## config.mk

```make
export PLATFORM = sky130hd
export DESIGN_NAME = eth_tx_pkt_gen
export DESIGN_NICKNAME = d
export VERILOG_FILES = /design/src/rtl/eth_tx_pkt_gen.sv
export SDC_FILE = /design/constraint.sdc
export NUM_CORES = 1
export LEC_CHECK = 0
export CAP_MARGIN = 10
export CORE_MARGIN = 2
export CORE_UTILIZATION = 50
export CTS_CLUSTER_DIAMETER = 80
export DETAILED_ROUTE_END_ITERATION = 10
export GPL_ROUTABILITY_DRIVEN = 0
export PLACE_DENSITY = 0.75
export SYNTH_ARGS = -nofsm -noshare
export SYNTH_HDL_FRONTEND = slang
export SYNTH_SLANG_ARGS = --single-unit
```

## constraint.sdc

```tcl
create_clock -name tx_156_25_clk -period 14.15 [get_ports tx_156_25_clk]
set_clock_uncertainty 0.05 [all_clocks]
set_input_delay 2.1225 -clock tx_156_25_clk [delete_from_list [all_inputs] [get_ports tx_156_25_clk]]
set_output_delay 2.1225 -clock tx_156_25_clk [all_outputs]
set_load 0.01 [all_outputs]
```

## src/rtl/eth_tx_pkt_gen.sv

```systemverilog
// ---------------------------------------------------------------------------
// eth_tx_pkt_gen
//   Avalon-ST packet source for the 10G MAC transmit client interface
//   (32-bit beats, readyLatency 0). Emits runs of Ethernet frames (no FCS)
//   carrying a 16-bit sequence number and a per-packet payload counter,
//   for loopback and end-to-end link testing.
//
// Handshake: a beat transfers on a rising edge where valid && ready. Once
//   valid is raised it stays high, and data/sop/eop/empty/error stay
//   unchanged, until that beat transfers.
//
// Ports
//   tx_156_25_clk        block clock
//   tx_rst_n             synchronous active-low reset
//   start                one-cycle pulse: latch configuration, begin a run
//   stop                 level: finish the current packet, then end the run
//   num_pkts             packets per run (0 = continuous until stop)
//   pkt_len              frame length in bytes, excluding FCS
//   dst_mac / src_mac    MAC addresses placed in the header
//   err_inject           sampled at SOP; flags that packet's EOP beat
//   busy / done          run in progress / one-cycle end-of-run pulse
//   pkts_sent            packets whose EOP beat was accepted in this run
//   avalon_st_tx_*       Avalon-ST source towards the MAC
// ---------------------------------------------------------------------------
module eth_tx_pkt_gen #(
  parameter int          IPG_CYCLES = 4,
  parameter logic [15:0] ETHERTYPE  = 16'h88B5,
  parameter int          MIN_LEN    = 60,
  parameter int          MAX_LEN    = 9600
) (
  input  logic        tx_156_25_clk,
  input  logic        tx_rst_n,
  input  logic        start,
  input  logic        stop,
  input  logic [15:0] num_pkts,
  input  logic [13:0] pkt_len,
  input  logic [47:0] dst_mac,
  input  logic [47:0] src_mac,
  input  logic        err_inject,
  output logic        busy,
  output logic        done,
  output logic [31:0] pkts_sent,
  output logic        avalon_st_tx_valid,
  output logic [31:0] avalon_st_tx_data,
  output logic        avalon_st_tx_startofpacket,
  output logic        avalon_st_tx_endofpacket,
  output logic [1:0]  avalon_st_tx_empty,
  output logic        avalon_st_tx_error,
  input  logic        avalon_st_tx_ready
);

  typedef enum logic [1:0] {IDLE, SEND, GAP} state_t;

  // FSM state is kept as a named signal so checkers can bind to it.
  state_t state, state_d;

  // Latched run configuration
  logic [13:0] words_q;
  logic [1:0]  empty_cfg_q;
  logic [15:0] num_q;
  logic [47:0] dst_q, src_q;

  // Run / packet bookkeeping
  logic [13:0] idx_q, idx_d;     // index of the word currently on the bus
  logic [15:0] gap_q, gap_d;
  logic [15:0] seq_q;
  logic [31:0] pkts_q;
  logic        err_q;            // err_inject captured at the SOP transfer

  // Registered outputs and their next values
  logic        valid_q, valid_d;
  logic [31:0] data_q, data_d;
  logic        sop_q, sop_d;
  logic        eop_q, eop_d;
  logic [1:0]  empty_q, empty_d;
  logic        error_q, error_d;
  logic        busy_q, busy_d;
  logic        done_q, done_d;

  // Configuration derived from the inputs at start time
  logic [13:0] len_clamped;
  logic [13:0] start_words;
  logic [1:0]  start_empty;

  always_comb begin
    if (pkt_len < 14'(MIN_LEN))      len_clamped = 14'(MIN_LEN);
    else if (pkt_len > 14'(MAX_LEN)) len_clamped = 14'(MAX_LEN);
    else                             len_clamped = pkt_len;
    start_words = (len_clamped + 14'd3) >> 2;
    // (4 - len mod 4) mod 4 is simply the 2-bit negation of len[1:0]
    start_empty = 2'd0 - len_clamped[1:0];
  end

  // Word n of a frame. On a partial final beat the word is moved up into
  // the valid (most significant) byte lanes so the unused lanes carry 0.
  function automatic logic [31:0] word_at(input logic [13:0] n,
                                          input logic        last,
                                          input logic [1:0]  emp,
                                          input logic [47:0] dst,
                                          input logic [47:0] src,
                                          input logic [15:0] seq);
    logic [31:0] w;
    case (n)
      14'd0:   w = dst[47:16];
      14'd1:   w = {dst[15:0], src[47:32]};
      14'd2:   w = src[31:0];
      14'd3:   w = {ETHERTYPE, seq};
      default: w = 32'(n - 14'd4);
    endcase
    if (last) w = w << {emp, 3'b000};
    return w;
  endfunction

  logic        xfer, last_pkt, err_now, cfg_load, do_load;
  logic [13:0] ld_n, ld_words;
  logic [15:0] ld_seq;
  logic [1:0]  ld_empty;
  logic [47:0] ld_dst, ld_src;
  logic        ld_last;

  always_comb begin
    xfer     = valid_q && avalon_st_tx_ready;
    last_pkt = stop || ((num_q != 16'd0) && ((pkts_q + 32'd1) == {16'd0, num_q}));
    err_now  = (xfer && sop_q) ? err_inject : err_q;

    state_d  = state;
    valid_d  = valid_q;
    data_d   = data_q;
    sop_d    = sop_q;
    eop_d    = eop_q;
    empty_d  = empty_q;
    error_d  = error_q;
    busy_d   = busy_q;
    done_d   = 1'b0;
    idx_d    = idx_q;
    gap_d    = gap_q;
    cfg_load = 1'b0;
    do_load  = 1'b0;
    ld_n     = 14'd0;
    ld_seq   = seq_q;

    case (state)
      IDLE: begin
        if (start) begin
          cfg_load = 1'b1;
          busy_d   = 1'b1;
          state_d  = SEND;
          do_load  = 1'b1;
        end
      end
      SEND: begin
        if (xfer) begin
          if (eop_q) begin
            if (last_pkt) begin
              state_d = IDLE;
              done_d  = 1'b1;
              busy_d  = 1'b0;
              valid_d = 1'b0;
            end else if (IPG_CYCLES == 0) begin
              // back-to-back: next SOP already carries the incremented seq
              do_load = 1'b1;
              ld_seq  = seq_q + 16'd1;
            end else begin
              state_d = GAP;
              gap_d   = 16'd0;
              valid_d = 1'b0;
            end
          end else begin
            do_load = 1'b1;
            ld_n    = idx_q + 14'd1;
          end
        end
      end
      GAP: begin
        if (stop) begin
          state_d = IDLE;
          done_d  = 1'b1;
          busy_d  = 1'b0;
        end else if (gap_q == 16'(IPG_CYCLES - 1)) begin
          state_d = SEND;
          do_load = 1'b1;
        end else begin
          gap_d = gap_q + 16'd1;
        end
      end
      default: state_d = IDLE;
    endcase

    ld_words = cfg_load ? start_words : words_q;
    ld_empty = cfg_load ? start_empty : empty_cfg_q;
    ld_dst   = cfg_load ? dst_mac     : dst_q;
    ld_src   = cfg_load ? src_mac     : src_q;
    ld_last  = (ld_n == ld_words - 14'd1);

    if (do_load) begin
      valid_d = 1'b1;
      data_d  = word_at(ld_n, ld_last, ld_empty, ld_dst, ld_src, ld_seq);
      sop_d   = (ld_n == 14'd0);
      eop_d   = ld_last;
      empty_d = ld_last ? ld_empty : 2'd0;
      error_d = ld_last ? err_now  : 1'b0;
      idx_d   = ld_n;
    end else if (!valid_d) begin
      data_d  = 32'd0;
      sop_d   = 1'b0;
      eop_d   = 1'b0;
      empty_d = 2'd0;
      error_d = 1'b0;
    end
  end

  always_ff @(posedge tx_156_25_clk) begin
    if (!tx_rst_n) begin
      state       <= IDLE;
      words_q     <= 14'd0;
      empty_cfg_q <= 2'd0;
      num_q       <= 16'd0;
      dst_q       <= 48'd0;
      src_q       <= 48'd0;
      idx_q       <= 14'd0;
      gap_q       <= 16'd0;
      seq_q       <= 16'd0;
      pkts_q      <= 32'd0;
      err_q       <= 1'b0;
      valid_q     <= 1'b0;
      data_q      <= 32'd0;
      sop_q       <= 1'b0;
      eop_q       <= 1'b0;
      empty_q     <= 2'd0;
      error_q     <= 1'b0;
      busy_q      <= 1'b0;
      done_q      <= 1'b0;
    end else begin
      state   <= state_d;
      idx_q   <= idx_d;
      gap_q   <= gap_d;
      valid_q <= valid_d;
      data_q  <= data_d;
      sop_q   <= sop_d;
      eop_q   <= eop_d;
      empty_q <= empty_d;
      error_q <= error_d;
      busy_q  <= busy_d;
      done_q  <= done_d;
      if (cfg_load) begin
        words_q     <= start_words;
        empty_cfg_q <= start_empty;
        num_q       <= num_pkts;
        dst_q       <= dst_mac;
        src_q       <= src_mac;
        pkts_q      <= 32'd0;
      end
      if (xfer && eop_q) begin
        pkts_q <= pkts_q + 32'd1;
        seq_q  <= seq_q + 16'd1;
      end
      if (xfer && sop_q) err_q <= err_inject;
    end
  end

  assign busy                       = busy_q;
  assign done                       = done_q;
  assign pkts_sent                  = pkts_q;
  assign avalon_st_tx_valid         = valid_q;
  assign avalon_st_tx_data          = data_q;
  assign avalon_st_tx_startofpacket = sop_q;
  assign avalon_st_tx_endofpacket   = eop_q;
  assign avalon_st_tx_empty         = empty_q;
  assign avalon_st_tx_error         = error_q;

endmodule
```

==> run summary <==
The sequential element share of the synthesized area is between 30% and 40%. The first-pass GRT wire length is approximately 65000 um. The highest achievable clock rate is ~130 MHz. The post-detailed-route via-to-cell ratio is about 6.0. The cell depth of the worst hold path came out at 2. Once layout is complete, the cells apart from fillers number ~2.2k. Counting flops with an async set or reset pin after synthesis yields a share of 0%.

Of all nets on the critical path, the largest fanout is 25. The worst hold path terminates at avalon_st_tx_data[6]. Counting every net in the synthesized netlist gives roughly 1.9k. The tool flagged a number of max-cap violations equal to 0. The final layout contains 2023 nets. The depth of the CTS H-tree came out at 1.

The portion of synthesized cell area occupied by the leading cell type came out at 36.4%. The total setup violations reported at the end of the flow came out at 0. The overall track demand over capacity in global routing is between 20 and 30%. The worst register-to-register path begins at idx_q[1].

The I/O pin count came out at 204. The total via count in the routed design came out at approximately 14k. The layout cell share with drive strength beyond 1 came out at under 10%. Synthesis instantiated 77 different standard cells from the library.

Data on the critical path is required at its endpoint by 14540 ps. The number of sinks handled by clock tree synthesis came out at roughly 250. The number of fillers in the final layout came out at roughly 2.4k. The area of the multi-input gates came out at approximately 8200 sq um.

The library cell occupying the most area in the post-synthesis netlist is sky130_fd_sc_hd__dfxtp_1. The cell sitting at the root of the clock tree is a sky130_fd_sc_hd__clkbuf_16. The maximum number of pins on one net before global-route repair came out at roughly 100. The layout overhead on the synthesized area is 22.4%. The via count of the first global-routing pass is around 12k.

Among all cell types in the netlist, the one instantiated most often is sky130_fd_sc_hd__nand2_1. The worst stage delay on the critical path is between 700 and 800 ps. The number of warning messages in the yosys log came out at 0. The number of cells on the worst reg-to-reg path came out at 12.

The number of hold-slack violations in the final timing report is 0. The register area is 4980 sq um. The mean cell area of the mapped netlist is 7.83 sq um. Among all stages on the critical path, the largest delay is contributed by sky130_fd_sc_hd__or3b_1. The worst setup path is launched from an input pin. Data on the critical path arrives at its endpoint at between 7000 and 8000 ps. The total overflow left after global routing is 0. The floorplan step defined a die boundary enclosing 28700 sq um.

The count of buffer and inverter cells on the critical path came out at 1. The gate family responsible for the most delay along the worst path is simple AND/OR/NAND/NOR gates. The number of enable-type register cells in the synthesized netlist came out at 0. Gates resized during post-CTS repair numbered 0. In this run the remaining antenna-violating nets after routing total 0. The diode insertion count for antenna repair came out at 0. The sort of element at the end of the critical path is a flop. The placed instance area is between 15000 and 20000 sq um. The top flip-flop cell by instance count after synthesis is sky130_fd_sc_hd__dfxtp_1. The number of buffers added on ports came out at slightly above 200. The total of flip-flops plus latches after synthesis came out at ~250. The count of hold-fix buffers inserted at cts came out at 0.

The average wire per cell in the routed design came out at about 18 um. Counting buffers and inverters, the worst setup path is 16 cells deep. The final sum of negative setup slack is 0 ps. Yosys attributes the largest share of cell area to sky130_fd_sc_hd__dfxtp_1 (36%), sky130_fd_sc_hd__nand2_1 (7.0%), sky130_fd_sc_hd__nor2_1 (6.6%). In this run the most critical hold path is launched from avalon_st_tx_data[6]. The overall die width is around 170 um.

For the pin with the worst max-slew slack, the measured transition is 1130 ps. The worst ir drop on vdd is roughly 81 uV. Synthesis handed over a netlist of 1750 instances. The setup slack of the worst register-to-register path came out at just under 9000 ps. Clock latency on the worst-skew pair, taken at its later pin, is roughly 550 ps. The count of final max-slew check failures is 0. The number of detailed-route iterations in the first pass came out at 5. Setup repair after global routing left no endpoint under its margin. The core outline area came out at approximately 27000 sq um. The power density relative to cell area came out at between 100 and 150 nW/um^2. The endpoint identified for the worst register-to-register timing path is avalon_st_tx_data[24].

Sorting the synthesized cells by how often they occur yields sky130_fd_sc_hd__nand2_1 (256), sky130_fd_sc_hd__dfxtp_1 (249), sky130_fd_sc_hd__nor2_1 (240), sky130_fd_sc_hd__a21oi_1 (151), sky130_fd_sc_hd__clkbuf_1 (98). The final wirelength came out at between 40000 and 50000 um. The run finished with clean final reports.

The clock period minus worst slack came out at between 7000 and 8000 ps. After clock tree synthesis, the clock-pin slew on the worst setup and hold paths is around 60 ps. The CTS tree is yes. The critical path start-end classification is input pin to flop. The count of standard-cell rows came out at 60. Once detailed placement completed, the half-perimeter wirelength came to 28700 um.

Final hold analysis gives a worst-case slack of between 400 and 500 ps. Measured against its own limit, the worst slew margin works out to between 20% and 30%. In this run the vertical extent of the chip is 170 um.

The cell leakage power is roughly 6.0 nW. The initial antenna violation count is 0. The path category of the worst min-delay check is flop to flop. The cell area after layout came out at approximately 17000 sq um. The worst path uses 52.4% of the clock period. The total CTS buffers is 28.

Cells fill 62.2% of the core in the end. Once placement completed, the tool counted placed cells totaling ~2.2k. The mapped netlist covers 13700 sq um. The post-route DRC violation count came out at 0. The critical path goes through clkdlybuf4s50_1, nor4_2, nand4b_1, nand2_1, nand3_1, ha_1, nand3b_1, or2_2, o31ai_1, xnor2_1, a21boi_0, a21oi_1, a211oi_1, or3b_1, or3_1, a32o_1.

The number of post-CTS setup repair buffers came out at 0. The initial utilization of the core area, before any placement, comes to between 50 and 60%. The maximum buffer depth of the clock tree came out at 3. After the first detailed-routing iteration, the DRC count stood at approximately 1.4k.
-- cell type report --
type / count / area share (%)
timing repair buffer: 225 / 13.1
inverter: 18 / 0.433
tap: 341 / 2.54
sequential: 249 / 29.7
clock buffer: 39 / 4.78
multi-input combinational: 1357 / 48.7
clock inverter: 11 / 0.709
-- state kept, by name, indices dropped and copies added (netlist names), 2 cells and up --
| name | flops |
|---|---|
| words_q | 14 |
| empty_cfg_q | 2 |
| state | 2 |
| gap_q | 16 |
| idx_q | 14 |
| ld_seq | 16 |
| dst_q | 48 |
| avalon_st_tx_empty | 2 |
| src_q | 48 |
| pkts_sent | 32 |
| num_q | 16 |
| avalon_st_tx_data | 32 |
-- metrics by stage --
| step | setup WS, ps | total power, mW |
|---|---|---|
| 2_1_floorplan | 7670 | 1.18 |
| 3_3_place_gp | 6460 | 1.36 |
| 3_5_place_dp | 6330 | 1.37 |
| 4_1_cts | 6840 | 2.09 |
| 5_1_grt | 6280 | 2.19 |
| 6_report | 6740 | 2.09 |
-- worst max path at each step --
stage	slack, ps	from	to
after floorplan	7670	pkt_len[13]	avalon_st_tx_data[16]
after global placement	6460	pkt_len[12]	avalon_st_tx_data[16]
after detailed placement	6330	pkt_len[12]	avalon_st_tx_data[20]
after CTS	6840	pkt_len[12]	avalon_st_tx_data[16]
after global routing	6280	pkt_len[12]	avalon_st_tx_data[20]
final	6740	pkt_len[12]	avalon_st_tx_data[16]
-- where the power goes --
group	switching (mW)	leakage [nW]	internal, mW
clock	0.294	0.457	0.430
combinational	0.341	3.53	0.233
sequential	0.0316	2.03	0.763
-- layout by cell type, fill, tap and decap left out, types with 7 or more instances in the layout --
cell	n
sky130_fd_sc_hd__a211oi_1	18
sky130_fd_sc_hd__nand2_1	255
sky130_fd_sc_hd__nand3_1	55
sky130_fd_sc_hd__clkbuf_16	28
sky130_fd_sc_hd__and4_1	9
sky130_fd_sc_hd__mux4_2	18
sky130_fd_sc_hd__mux2i_1	68
sky130_fd_sc_hd__or3_1	18
sky130_fd_sc_hd__xnor2_1	53
sky130_fd_sc_hd__o21ai_0	95
sky130_fd_sc_hd__a32o_1	10
sky130_fd_sc_hd__a211o_1	9
sky130_fd_sc_hd__xor2_1	43
sky130_fd_sc_hd__o31ai_1	11
sky130_fd_sc_hd__nor4_1	26
sky130_fd_sc_hd__a22o_1	8
sky130_fd_sc_hd__dfxtp_1	249
sky130_fd_sc_hd__ha_1	12
sky130_fd_sc_hd__nand2b_1	7
sky130_fd_sc_hd__a21oi_1	151
sky130_fd_sc_hd__and3_1	19
sky130_fd_sc_hd__o221ai_1	7
sky130_fd_sc_hd__clkinv_2	7
sky130_fd_sc_hd__a22oi_1	11
sky130_fd_sc_hd__a31oi_1	15
sky130_fd_sc_hd__nor2_1	239
sky130_fd_sc_hd__buf_4	22
sky130_fd_sc_hd__inv_1	17
sky130_fd_sc_hd__o22ai_1	14
sky130_fd_sc_hd__nor3_1	35
sky130_fd_sc_hd__nand4_1	20
sky130_fd_sc_hd__o21a_1	7
sky130_fd_sc_hd__clkdlybuf4s50_1	203
sky130_fd_sc_hd__a311oi_1	8
-- worst min-delay path, stage by stage, from the launching register on --
cell and delay [ps]:
sky130_fd_sc_hd__dfxtp_1 320, sky130_fd_sc_hd__nand2_1 40, sky130_fd_sc_hd__o21ai_0 50
-- per-layer routing --
metal	vias up	wire length [um]	track usage, %
met1	6345	17900	38.8
met4	0	1120	7.95
met5	-	0	0
met2	565	18800	44.2
met3	89	2860	3.50
li1	6510	-	-
-- kinds of logic after synthesis --
family                     count (synthesis)  synth area share, %
and+or+nand+nor                          738                 24.8
AOI/OAI and AO/OA                        422                 19.3
DFF                                      249                 36.4
buffers and inverters                    144                 4.17
xor gates and xnor gates                  96                 6.14
muxes                                     89                 8.17
adders and majority gates                 12                 1.10
No activity file was read; power rests on OpenSTA's default activity.
